`config.mk`:
```
export PLATFORM = sky130hd
export DESIGN_NAME = mem_bist_master
export DESIGN_NICKNAME = d
export VERILOG_FILES = /design/src/rtl/riscv_bus_pkg.sv /design/src/rtl/native_bus_txn.sv /design/src/rtl/mem_bist_master.sv
export SDC_FILE = /design/constraint.sdc
export NUM_CORES = 1
export LEC_CHECK = 0
export BUFFER_PORTS_ARGS = -buffer_cell sky130_fd_sc_hd__buf_2
export CAP_MARGIN = 0
export CORE_ASPECT_RATIO = 1.4
export CORE_MARGIN = 2
export CORE_UTILIZATION = 40
export CTS_BUF_LIST = sky130_fd_sc_hd__clkbuf_2
export DETAILED_ROUTE_END_ITERATION = 6
export PLACE_DENSITY = 0.62
export SYNTH_ARGS = -nofsm -noshare
export SYNTH_HDL_FRONTEND = slang
export SYNTH_HIERARCHICAL = 1
export SYNTH_SLANG_ARGS = --single-unit
```
`constraint.sdc`:
```
create_clock -name clk -period 3.5 [get_ports clk]
set_input_delay 0.525 -clock clk [delete_from_list [all_inputs] [get_ports clk]]
set_output_delay 0.525 -clock clk [all_outputs]
set_load 0.05 [all_outputs]
```
`src/rtl/riscv_bus_pkg.sv`:
```
// Shared definitions for native-bus masters: BIST state encoding,
// write-strobe constants and the word-address helper.
package riscv_bus_pkg;

  typedef enum logic [2:0] {
    IDLE   = 3'd0,
    WR_REQ = 3'd1,
    WR_GAP = 3'd2,
    RD_REQ = 3'd3,
    RD_GAP = 3'd4,
    FIN    = 3'd5
  } bist_state_e;

  localparam logic [3:0] WSTRB_WORD = 4'hF;
  localparam logic [3:0] WSTRB_READ = 4'h0;

  // Byte address of a 32-bit word; the sum wraps naturally at 32 bits.
  function automatic logic [31:0] word_addr(input logic [31:0] base,
                                            input logic [31:0] index);
    return base + (index << 2);
  endfunction

endpackage

```
`src/rtl/native_bus_txn.sv`:
```
// Holds one native-bus request and its completion timer. A request is
// loaded by issue_i and retired either by mem_ready (which always wins)
// or by the timer reaching TIMEOUT cycles without a response.
module native_bus_txn #(
  parameter int TIMEOUT = 255
) (
  input  logic        clk,
  input  logic        rst_n,
  input  logic        issue_i,
  input  logic [31:0] addr_i,
  input  logic [31:0] wdata_i,
  input  logic [3:0]  wstrb_i,
  input  logic        mem_ready_i,
  output logic        valid_o,
  output logic [31:0] addr_o,
  output logic [31:0] wdata_o,
  output logic [3:0]  wstrb_o,
  output logic        ready_pulse_o,
  output logic        timeout_pulse_o
);

  localparam int TLIM = (TIMEOUT > 0) ? TIMEOUT - 1 : 0;
  localparam int TW   = (TLIM > 0) ? $clog2(TLIM + 1) : 1;

  logic          valid_q;
  logic [31:0]   addr_q;
  logic [31:0]   wdata_q;
  logic [3:0]    wstrb_q;
  logic [TW-1:0] timer_q;
  logic          expire;

  assign expire          = (timer_q == TW'(TLIM));
  assign ready_pulse_o   = valid_q & mem_ready_i;
  assign timeout_pulse_o = valid_q & ~mem_ready_i & expire;

  assign valid_o = valid_q;
  assign addr_o  = addr_q;
  assign wdata_o = wdata_q;
  assign wstrb_o = wstrb_q;

  // Load a new request, then count waiting cycles until ready or expiry.
  always_ff @(posedge clk or negedge rst_n) begin
    if (!rst_n) begin
      valid_q <= 1'b0;
      addr_q  <= '0;
      wdata_q <= '0;
      wstrb_q <= '0;
      timer_q <= '0;
    end else if (issue_i) begin
      valid_q <= 1'b1;
      addr_q  <= addr_i;
      wdata_q <= wdata_i;
      wstrb_q <= wstrb_i;
      timer_q <= '0;
    end else if (valid_q && (mem_ready_i || expire)) begin
      valid_q <= 1'b0;
      timer_q <= '0;
    end else if (valid_q) begin
      timer_q <= timer_q + TW'(1);
    end
  end

endmodule

```
`src/rtl/mem_bist_master.sv`:
```
// Memory BIST master: writes addr^SEED to WORDS consecutive words, reads
// them back and reports the first mismatch or a bus timeout.
module mem_bist_master
  import riscv_bus_pkg::*;
#(
  parameter logic [31:0] BASE_ADDR = 32'h0000_0000,
  parameter int          WORDS     = 256,
  parameter logic [31:0] SEED      = 32'hA5A5_5A5A,
  parameter int          TIMEOUT   = 255
) (
  input  logic        clk,
  input  logic        rst,
  input  logic        start,
  output logic        busy,
  output logic        done,
  output logic        pass,
  output logic        timeout,
  output logic [31:0] fail_addr,
  output logic [31:0] fail_data,
  output logic        mem_valid,
  output logic        mem_instr,
  input  logic        mem_ready,
  output logic [31:0] mem_addr,
  output logic [31:0] mem_wdata,
  output logic [3:0]  mem_wstrb,
  input  logic [31:0] mem_rdata
);

  localparam int IDX_W = (WORDS > 1) ? $clog2(WORDS) : 1;
  localparam logic [IDX_W-1:0] LAST_IDX = IDX_W'(WORDS - 1);

  bist_state_e      state_q, state_d;
  logic [IDX_W-1:0] index_q, index_d;
  logic             pass_q, pass_d;
  logic             timeout_q, timeout_d;
  logic [31:0]      fail_addr_q, fail_addr_d;
  logic [31:0]      fail_data_q, fail_data_d;

  logic             issue;
  logic [31:0]      issue_addr;
  logic [31:0]      issue_wdata;
  logic [3:0]       issue_wstrb;
  logic             ready_pulse;
  logic             timeout_pulse;
  logic [IDX_W-1:0] next_idx;
  logic [31:0]      next_addr;

  assign next_idx  = index_q + IDX_W'(1);
  assign next_addr = word_addr(BASE_ADDR, 32'(next_idx));

  native_bus_txn #(
    .TIMEOUT(TIMEOUT)
  ) u_txn (
    .clk            (clk),
    .rst_n          (rst),
    .issue_i        (issue),
    .addr_i         (issue_addr),
    .wdata_i        (issue_wdata),
    .wstrb_i        (issue_wstrb),
    .mem_ready_i    (mem_ready),
    .valid_o        (mem_valid),
    .addr_o         (mem_addr),
    .wdata_o        (mem_wdata),
    .wstrb_o        (mem_wstrb),
    .ready_pulse_o  (ready_pulse),
    .timeout_pulse_o(timeout_pulse)
  );

  // Sequence the write pass, the read pass and the result capture.
  always_comb begin
    state_d     = state_q;
    index_d     = index_q;
    pass_d      = pass_q;
    timeout_d   = timeout_q;
    fail_addr_d = fail_addr_q;
    fail_data_d = fail_data_q;
    issue       = 1'b0;
    issue_addr  = BASE_ADDR;
    issue_wdata = '0;
    issue_wstrb = WSTRB_READ;
    unique case (state_q)
      IDLE, FIN: begin
        if (start) begin
          state_d     = WR_REQ;
          index_d     = '0;
          pass_d      = 1'b0;
          timeout_d   = 1'b0;
          fail_addr_d = '0;
          fail_data_d = '0;
          issue       = 1'b1;
          issue_addr  = BASE_ADDR;
          issue_wdata = BASE_ADDR ^ SEED;
          issue_wstrb = WSTRB_WORD;
        end
      end
      WR_REQ: begin
        if (ready_pulse) begin
          state_d = WR_GAP;
        end else if (timeout_pulse) begin
          state_d     = FIN;
          timeout_d   = 1'b1;
          pass_d      = 1'b0;
          fail_addr_d = mem_addr;
          fail_data_d = '0;
        end
      end
      WR_GAP: begin
        issue = 1'b1;
        if (index_q == LAST_IDX) begin
          state_d    = RD_REQ;
          index_d    = '0;
          issue_addr = BASE_ADDR;
        end else begin
          state_d     = WR_REQ;
          index_d     = next_idx;
          issue_addr  = next_addr;
          issue_wdata = next_addr ^ SEED;
          issue_wstrb = WSTRB_WORD;
        end
      end
      RD_REQ: begin
        if (ready_pulse) begin
          if (mem_rdata == (mem_addr ^ SEED)) begin
            state_d = RD_GAP;
          end else begin
            state_d     = FIN;
            pass_d      = 1'b0;
            fail_addr_d = mem_addr;
            fail_data_d = mem_rdata;
          end
        end else if (timeout_pulse) begin
          state_d     = FIN;
          timeout_d   = 1'b1;
          pass_d      = 1'b0;
          fail_addr_d = mem_addr;
          fail_data_d = '0;
        end
      end
      RD_GAP: begin
        if (index_q == LAST_IDX) begin
          state_d = FIN;
          pass_d  = 1'b1;
        end else begin
          state_d    = RD_REQ;
          index_d    = next_idx;
          issue      = 1'b1;
          issue_addr = next_addr;
        end
      end
      default: state_d = IDLE;
    endcase
  end

  // State, word index and result registers.
  always_ff @(posedge clk or negedge rst) begin
    if (!rst) begin
      state_q     <= IDLE;
      index_q     <= '0;
      pass_q      <= 1'b0;
      timeout_q   <= 1'b0;
      fail_addr_q <= '0;
      fail_data_q <= '0;
    end else begin
      state_q     <= state_d;
      index_q     <= index_d;
      pass_q      <= pass_d;
      timeout_q   <= timeout_d;
      fail_addr_q <= fail_addr_d;
      fail_data_q <= fail_data_d;
    end
  end

  assign busy      = (state_q == WR_REQ) || (state_q == WR_GAP) ||
                     (state_q == RD_REQ) || (state_q == RD_GAP);
  assign done      = (state_q == FIN);
  assign pass      = pass_q;
  assign timeout   = timeout_q;
  assign fail_addr = fail_addr_q;
  assign fail_data = fail_data_q;
  assign mem_instr = 1'b0;

endmodule

```
==> results.yml, run 1 <==
status:
  status: "completed"
worst_setup_path:
  startpoint_type: "register"
  worst-path-buf-inv: 2
  worst-path-stages: 3
  max_stage_delay_ns: 0.64
  cp.arrival_ns: 2.34
  cp-end-kind: "output port"
  slowest_stage: "dfrtp_1"
  critical_path.max_fanout: 13
  startpoint: "state_q[0]"
  r2r-start: "index_q[0]"
  critPathRequiredTime_ns: 2.97
  rr_worst_depth: 12
  crit_type: "reg2out"
  rrSetupSlack_ns: 0.67
  r2r-end: "u_txn/timer_q[3]"
  crit_end: "done"
  cpLargestDelayFamily: "buffers and inverters"
  path_cells: "clkinv_1 > nor2_1 > buf_2"
timing:
  clock_skew_ns: 0.0316
  period_needed_ns: 2.87
  timing.hold.ws_ns: 0.106
  slew_violations: 0
  rsz0062_at_grt: "false"
  final_hold_viol_count: 0
  max_freq_mhz: 349
  fin_crit_sh_pct: 81.9
  worst_pin_slew_ns: 0.745
  setup_violations: 0
  relSlewSlack_pct: 50.3
  finalSetupTns_ns: 0
clocking:
  root_buffer: "clkbuf_2"
  tritoncts: "built"
  cts.repair.resized: 0
  cts_max_path_buffers: 2
  post_cts_buffers: 0
  cts_hold_buffers: 30
  clock_sinks: 154
  path_clk_slew_ns: 0.22
  cts_buffers: 17
  cts_htree_levels: 4
  clk_latency_ns: 0.72
yosys:
  synth_common_cells: "dfrtp_1, mux2_2, a32o_1, xnor2_1"
  synth_top_area_share_pct: 58.4
  ys_warn_count: 6
  syn_area_per_cell_um2: 13.4
  ys_seq_area_share_pct: 58.4
  synth-seq-cells: 154
  synth_edf_count: 0
  synthFlopType: "dfrtp_1"
  async_flop_share_pct: 100
  synth_area_mm2: 0.00660
  synth_most_common_cell: "dfrtp_1"
  netlist-cell-type-count: 47
  yosys-top-cells-area: "dfrtp_1, mux2_2, a32o_1"
  synthCells: 494
  synth_area_leader_cell: "dfrtp_1"
layout:
  nets: 768
  syn_to_final_growth_pct: 26.3
  drive_above_1_share_pct: 38.8
  design_area_mm2: 0.00834
drt:
  drt_first_pass_iters: 5
  routed-via-count: 5047
  wirelength_um: 17600
  postRouteAntennaNets: 0
  wl_per_cell_um: 18.7
  drc: 0
  drt-initial-drc-count: 314
  via_per_inst: 5.37
floorplan:
  num_rows: 55
  core_mm2: 0.0162
  start_util_pct: 40.8
  die_h_um: 156
  io_pins: 174
  die_area_mm2: 0.0176
  die-width_um: 113
global_route:
  grt_pass1_wl_um: 28500
  grt_usage_pct: 20.9
  grt_pass1_vias: 5232
  antenna_found_initial: 1
  grt_max_degree: 78
  grt_overflow: 0
place:
  port_buffers: 172
  dp_hpwl_um: 12500
  place_congestion: 0.920
  dpl_cell_area_mm2: 0.00782
power_and_ir_drop:
  ir_worst_vdd_mv: 0.765
  p_per_area_mw_per_mm2: 866
  leakage_nw: 4.22
  p_total_w: 0.00722
hold_path:
  hold_depth: 2
  min_path_type: "in2reg"
run:
  drv_cap: 0
registers in the layout (all words and copies together), names as in the netlist:
name	count
state_q	3
u_txn/addr_o	32
pass	1
u_txn/valid_o	1
timeout	1
u_txn/timer_q	8
index_q	8
fail_addr	32
u_txn/wdata_o	32
u_txn/wstrb_o	4
fail_data	32
layout by cell type, fill, tap and decap left out, drive strengths merged, types with 2 or more instances in the layout:
master | netlist | layout
dlygate4sd3 | 0 | 30
bufinv | 0 | 3
o21ai | 10 | 10
xor2 | 18 | 18
nand4 | 6 | 6
clkinv | 1 | 9
nor3 | 7 | 7
a31oi | 2 | 2
nand3 | 9 | 9
a21oi | 7 | 7
o21bai | 3 | 3
nand2b | 3 | 3
nand2 | 14 | 14
conb | 1 | 37
nor4 | 6 | 6
o21a | 4 | 4
dfrtp | 154 | 154
buf | 16 | 183
nor2b | 5 | 5
clkbuf | 17 | 18
a41oi | 2 | 2
ha | 3 | 3
mux2 | 68 | 68
xnor2 | 21 | 21
a21o | 12 | 12
inv | 6 | 6
a32o | 64 | 64
and3 | 4 | 4
nor2 | 18 | 18
worst register-to-register path, cell delays in order (launching register included):
cell and delay, ns:
dfrtp_1 0.47, ha_1 0.21, nand3_1 0.12, nor2_1 0.22
and3_1 0.24, o21ai_0 0.10, a21oi_1 0.16, buf_4 0.19
inv_2 0.07, or3b_4 0.43, a41oi_4 0.25, a41oi_1 0.16
a31oi_1 0.16
area by class of cell:
type	count	area, um^2
fillers	1395	7830
flip-flops and latches	154	3850
multi-input cells	336	2710
repair buffers	213	1270
well taps	199	249
clock inverters	11	131
clock buffers	18	90.1
inverters	7	26.3
diodes	1	2.50
worst min-delay path by stage:
stage                             start       endpoint
after CTS                  mem_rdata[9]   fail_data[9]
after global routing      mem_rdata[23]  fail_data[23]
after global placement     fail_data[6]   fail_data[6]
final                     mem_rdata[23]  fail_data[23]
after detailed placement   fail_data[8]   fail_data[8]
after floorplan                     rst   fail_addr[0]
report_power, final:
group / internal (W) / switching (W)
sequential: 0.00229 / 0.000453
clock: 0.000380 / 0.000592
combinational: 0.00101 / 0.00250
total: 0.00368 / 0.00355
metrics by stage:
stage / setup slack [ns] / instances / util [%]
after CTS: 0.522 / 938 / 51.6
after global placement: 0.764 / 879 / 48.3
after global routing: 0.418 / 939 / 51.6
after detailed placement: 0.657 / 879 / 48.3
final: 0.633 / 939 / 51.6
after floorplan: 0.734 / 530 / -
per-layer routing:
metal / track usage (%) / routed length, um / vias to the layer above
met2: 34.7 / 8860 / 187
met3: 5.71 / 1150 / 36
met5: 0 / 0 / -
met4: 9.52 / 554 / 0
met1: 25.3 / 7040 / 2538
li1: - / - / 2286
logic make-up (layout without fill, tap and decap cells):
logic type      Yosys count  count (layout)  synth area share [%]
flops                   154             154                  58.4
compound gates          111             111                  15.0
simple gates             78              78                  6.27
mux                      68              68                  11.6
buf+inv                  40             249                  2.96
xor+xnor                 39              39                  5.17
fa+ha+maj                 3               3                 0.569
other cells               1              38                0.0568
(Power assumes the default switching activity.)
==> run 2, diff against run 1 <==
ABC_AREA = 1   (was default)
PLACE_DENSITY = 0.6   (was 0.62)
clock period = 3 ns   (was 3.5 ns; I/O delays follow)
==> results.yml, run 2 <==
status:
  status: "completed"
floorplan:
  start_util_pct: 40.5
  io_pins: 174
  core_mm2: 0.0231
  num_rows: 66
  die-width_um: 133
  die_area_mm2: 0.0247
  die_h_um: 185
timing:
  max_freq_mhz: 364
  final_hold_viol_count: 0
  clock_skew_ns: 0.0399
  period_needed_ns: 2.74
  slew_violations: 0
  rsz0062_at_grt: "false"
  fin_crit_sh_pct: 91.5
  timing.hold.ws_ns: 0.104
  setup_violations: 0
  relSlewSlack_pct: 47.4
  finalSetupTns_ns: 0
  worst_pin_slew_ns: 0.789
power_and_ir_drop:
  leakage_nw: 5.71
  p_clk_share_pct: 10.0
  ir_worst_vdd_mv: 0.534
  p_per_area_mw_per_mm2: 1100
  p_int_w: 0.00486
  p_total_w: 0.0117
  netSwitchingPower_w: 0.00680
  switching_share_pct: 58.3
  combPwrFrac_pct: 59.0
  power_frac_seq_pct: 31.0
clocking:
  clk_latency_ns: 0.76
  cts_htree_levels: 4
  clock_sinks: 154
  path_clk_slew_ns: 0.24
  cts_max_path_buffers: 2
  post_cts_buffers: 0
  tritoncts: "built"
  cts_buffers: 17
  root_buffer: "clkbuf_2"
worst_setup_path:
  max_stage_delay_ns: 0.56
  startpoint_type: "register"
  slowest_stage: "dfrtp_1"
  r2r-end: "state_q[2]"
  rrSetupSlack_ns: 0.37
  crit_type: "reg2out"
  rr_worst_depth: 12
  cp.arrival_ns: 2.29
  critPathRequiredTime_ns: 2.55
  critical_path.max_fanout: 7
  r2r-start: "u_txn/timer_q[0]"
  path_cells: "inv_6 > nand2_4 > nor2_2 > nor2_1 > nand2_1 > buf_2"
  cp-end-kind: "output port"
global_route:
  top_usage_layer: "met2"
  met2_usage_pct: 39.9
  grt_max_degree: 73
  use_met3_pct: 4.46
  grt_usage_pct: 24.0
  grt_pass1_wl_um: 46000
  grt_util_met1_pct: 29.6
  grt_overflow: 0
  grt_pass1_vias: 8336
  antenna_found_initial: 2
yosys:
  synth_area_mm2: 0.00937
  yosys-top-cells-area: "dfrtp_1, nand2_1, nand4_1"
  synth_most_common_cell: "nand2_1"
  ys_seq_area_share_pct: 41.1
  synth_top_area_share_pct: 41.1
  async_flop_share_pct: 100
  syn_area_per_cell_um2: 7.35
  synthFlopType: "dfrtp_1"
  synth-seq-cells: 154
  ys_warn_count: 6
  synthCells: 1275
  netlist-cell-type-count: 48
  synth_edf_count: 0
  synth_area_leader_cell: "dfrtp_1"
  synth_common_cells: "nand2_1, dfrtp_1, inv_1, o21ai_0, nand4_1"
drt:
  wl_per_cell_um: 16.6
  wirelength_um: 29300
  drt_first_pass_iters: 6
  drc: 0
  via_per_inst: 5.12
  drt-initial-drc-count: 676
  postRouteAntennaNets: 0
  routed-via-count: 9025
layout:
  post-route-util_pct: 45.8
  syn_to_final_growth_pct: 13.1
  layout_commonest_cell: "nand2_1"
  fillers: 2471
  drive_above_1_share_pct: 19.0
  stdcell_count: 1763
  layout_common_cells: "nand2_1, buf_2, dfrtp_1"
  nets: 1484
hold_path:
  hold_start: "mem_ready"
  min_to: "u_txn/timer_q[7]"
  hold_depth: 6
  min_path_type: "in2reg"
place:
  port_buffers: 172
  placed_cells: 1730
  place_congestion: 0.851
  dp_hpwl_um: 19900
run:
  drv_cap: 0
[run 2: cell types whose count changed after synthesis, sizes merged, moves of 38 or more]
| cell | previous run | this run |
|---|---|---|
| nand2 | 14 | 544 |
| inv | 6 | 94 |
| nand4 | 6 | 67 |
| o21ai | 10 | 129 |
| mux2 | 68 | 0 |
| buf | 16 | 62 |
| a32o | 64 | 18 |
| nand3 | 9 | 47 |
[run 2: power groups by stage]
| stage | Combinational [W] | Sequential, W | Clock, W |
|---|---|---|---|
| floorplan | 0.00320 | 0.00582 | 0 |
| global placement | 0.00684 | 0.00364 | 0 |
| detailed placement | 0.00692 | 0.00366 | 0 |
| CTS | 0.00693 | 0.00362 | 0.00121 |
| global route | 0.00746 | 0.00372 | 0.00129 |
| finish | 0.00688 | 0.00361 | 0.00117 |
[run 2: per-stage QoR]
stage                     setup slack, ns  cell area (um^2)
final                               0.256             10600
after global routing               0.0441             10600
after CTS                          0.0764             10600
after detailed placement            0.365             10300
after global placement              0.404             10300
after floorplan                     0.796              9500
[run 2: worst max-delay path, delay by kind of cell (launching register included)]
family	cells	cell delay, ns
and+or+nand+nor	4	0.63
buffers and inverters	2	0.34
DFF	1	0.56
[run 2: logic make-up after synthesis]
group	Yosys count	synth area share, %
AO/OA/AOI/OAI	197	12.4
XOR/XNOR	14	1.31
adder cells (fa/ha/maj)	3	0.401
buffers and inverters	179	10.9
flip-flops	154	41.1
multiplexers	4	0.427
other	1	0.0400
AND/OR/NAND/NOR	723	33.4
[run 2: timing repair]
action	in CTS	in global routing
gates resized for setup	0	2
setup endpoints to repair	0	4
hold buffers	2	0
hold endpoints to repair	52	0
[run 2: worst max path at each step]
stage                                start       endpoint  slack (ns)  depth (start not counted)
after floorplan           u_txn/timer_q[0]  fail_addr[28]        0.80                         14
after global placement    u_txn/timer_q[0]  fail_addr[29]        0.40                         14
after detailed placement  u_txn/timer_q[0]  fail_addr[13]        0.37                         14
after CTS                       state_q[1]           busy        0.08                          6
after global routing      u_txn/timer_q[0]  fail_addr[29]        0.04                         14
final                           state_q[1]           busy        0.26                          6
[run 2: area by class of cell]
type / count / area (um^2) / area share [%]
Timing Repair Buffer: 197 / 1130 / 10.6
Antenna cell: 1 / 2.50 / 0.0236
Tap cell: 306 / 383 / 3.61
Clock inverter: 12 / 126 / 1.19
Clock buffer: 18 / 90.1 / 0.851
Sequential cell: 154 / 3850 / 36.4
Inverter: 97 / 378 / 3.57
Multi-Input combinational cell: 978 / 4630 / 43.7
[run 2: metal layers]
layer	routed length [um]	vias up	part of all wire, %
met1	11900	4245	41
met2	14300	285	49
met4	1390	2	4.7
met5	13	-	0.044
met3	1650	57	5.6
li1	-	4436	-
==> run 3, diff against run 2 <==
--- a/constraint.sdc
+++ b/constraint.sdc
@@ -3,2 +3,2 @@
 set_output_delay 0.45 -clock clk [all_outputs]
-set_load 0.05 [all_outputs]
+set_load 0.1 [all_outputs]
==> results.yml, run 3 (synthesis results as in run 2) <==
worst_setup_path:
  critPathRequiredTime_ns: 2.55
  startpoint: "state_q[1]"
  critical_path.max_fanout: 7
  crit_type: "reg2out"
  path_cells: "inv_6 > nand2_4 > nor2_2 > nor2_1 > nand2_1 > buf_4"
  startpoint_type: "register"
  r2r-end: "state_q[2]"
  rr_worst_depth: 12
  rrSetupSlack_ns: 0.37
  r2r-start: "u_txn/timer_q[0]"
  cp.arrival_ns: 2.33
  max_stage_delay_ns: 0.56
  slowest_stage: "dfrtp_1"
  cp-end-kind: "output port"
floorplan:
  start_util_pct: 40.5
  die_area_mm2: 0.0247
  die-width_um: 133
  die_h_um: 185
  num_rows: 66
  io_pins: 174
  core_mm2: 0.0231
timing:
  final_hold_viol_count: 0
  fin_crit_sh_pct: 92.6
  slew_violations: 0
  setup_ws_ns: 0.223
  worst_pin_slew_ns: 0.789
  max_freq_mhz: 360
  period_needed_ns: 2.78
  clock_skew_ns: 0.0399
  relSlewSlack_pct: 47.4
  rsz0062_at_grt: "false"
  setup_violations: 0
  finalSetupTns_ns: 0
hold_path:
  min_path_type: "in2reg"
  hold_start: "mem_ready"
  hold_depth: 6
  min_to: "u_txn/timer_q[7]"
clocking:
  clk_latency_ns: 0.76
  cts_buffers: 17
  post_cts_buffers: 0
  root_buffer: "clkbuf_2"
  clock_sinks: 154
  path_clk_slew_ns: 0.24
  cts_max_path_buffers: 2
  tritoncts: "built"
  cts_htree_levels: 4
global_route:
  antenna_found_initial: 2
  grt_max_degree: 73
  grt_usage_pct: 24.0
  grt_pass1_vias: 8336
  grt_pass1_wl_um: 46000
  grt_overflow: 0
place:
  pre_cts_ws_ns: 0.365
  port_buffers: 172
  place_congestion: 0.851
  dp_hpwl_um: 19900
  dpl_cell_area_mm2: 0.0103
layout:
  layout_common_cells: "nand2_1, buf_2, dfrtp_1"
  multi_input_area_mm2: 0.00463
  design_area_mm2: 0.0106
  regArea_mm2: 0.00385
  drive_above_1_share_pct: 19.0
  layout_commonest_cell: "nand2_1"
  fillers: 2470
  nets: 1484
  syn_to_final_growth_pct: 13.1
drt:
  wirelength_um: 29300
  wl_per_cell_um: 16.6
  routed-via-count: 9027
  met3_length_um: 1660
  wl_met2_um: 14300
  m1WireLength_um: 11900
  via_per_inst: 5.12
  drc: 1
  top_layer_used: "met5"
  drt-initial-drc-count: 676
  drt_first_pass_iters: 7
  postRouteAntennaNets: 0
status:
  violations: "design-rule violations"
  status: "complete, but fails checks"
run:
  drv_cap: 0
## run 3: cell types whose count changed in the layout (fill, tap and decap cells not counted)
cell   before  now
buf_2     171  170
buf_4      17   18
## run 3: area by class of cell
type | count | share of cell area, %
multi-input cells | 978 | 43.7
well taps | 306 | 3.61
clock inverters | 12 | 1.19
repair buffers | 197 | 10.7
flip-flops and latches | 154 | 36.4
clock buffers | 18 | 0.850
diodes | 1 | 0.0236
inverters | 97 | 3.57
## run 3: repair_timing
| action | in CTS | in global routing |
|---|---|---|
| endpoints found under the setup margin | 1 | 4 |
| hold buffers | 2 | 0 |
| gates cloned | 0 | 0 |
| resized for setup | 1 | 2 |
| pin swaps | 0 | 0 |
| hold endpoints to repair | 52 | 0 |
## run 3: worst max-delay path, delay by kind of cell, from the launching register on
kind | cells | cell delay, ns
and+or+nand+nor | 4 | 0.64
buffers and inverters | 2 | 0.36
DFF | 1 | 0.56
## run 3: layer usage
metal | global-route usage (%) | vias up
met3 | 4.46 | 59
met4 | 12.5 | 2
met1 | 29.6 | 4243
li1 | - | 4436
met5 | 0 | -
met2 | 39.9 | 287
## run 3: worst max-delay path by stage
| stage | end | cells after the start |
|---|---|---|
| detailed placement | fail_addr[13] | 14 |
| floorplan | fail_addr[28] | 10 |
| CTS | busy | 6 |
| global placement | fail_addr[29] | 14 |
| finish | busy | 6 |
| global route | fail_addr[29] | 14 |
## run 3: stage by stage
stage	utilization (%)	hold WS, ns	cells
after floorplan	-	0.154	1311
after global placement	44.7	0.450	1730
after detailed placement	44.7	0.453	1730
after CTS	45.8	0.0261	1762
after global routing	45.8	0.0603	1763
final	45.8	0.103	1763
Power of run 3 is left out: the tool's default activity adds up to more than one toggle a clock period on the data nets, which glitch-free logic cannot reach.
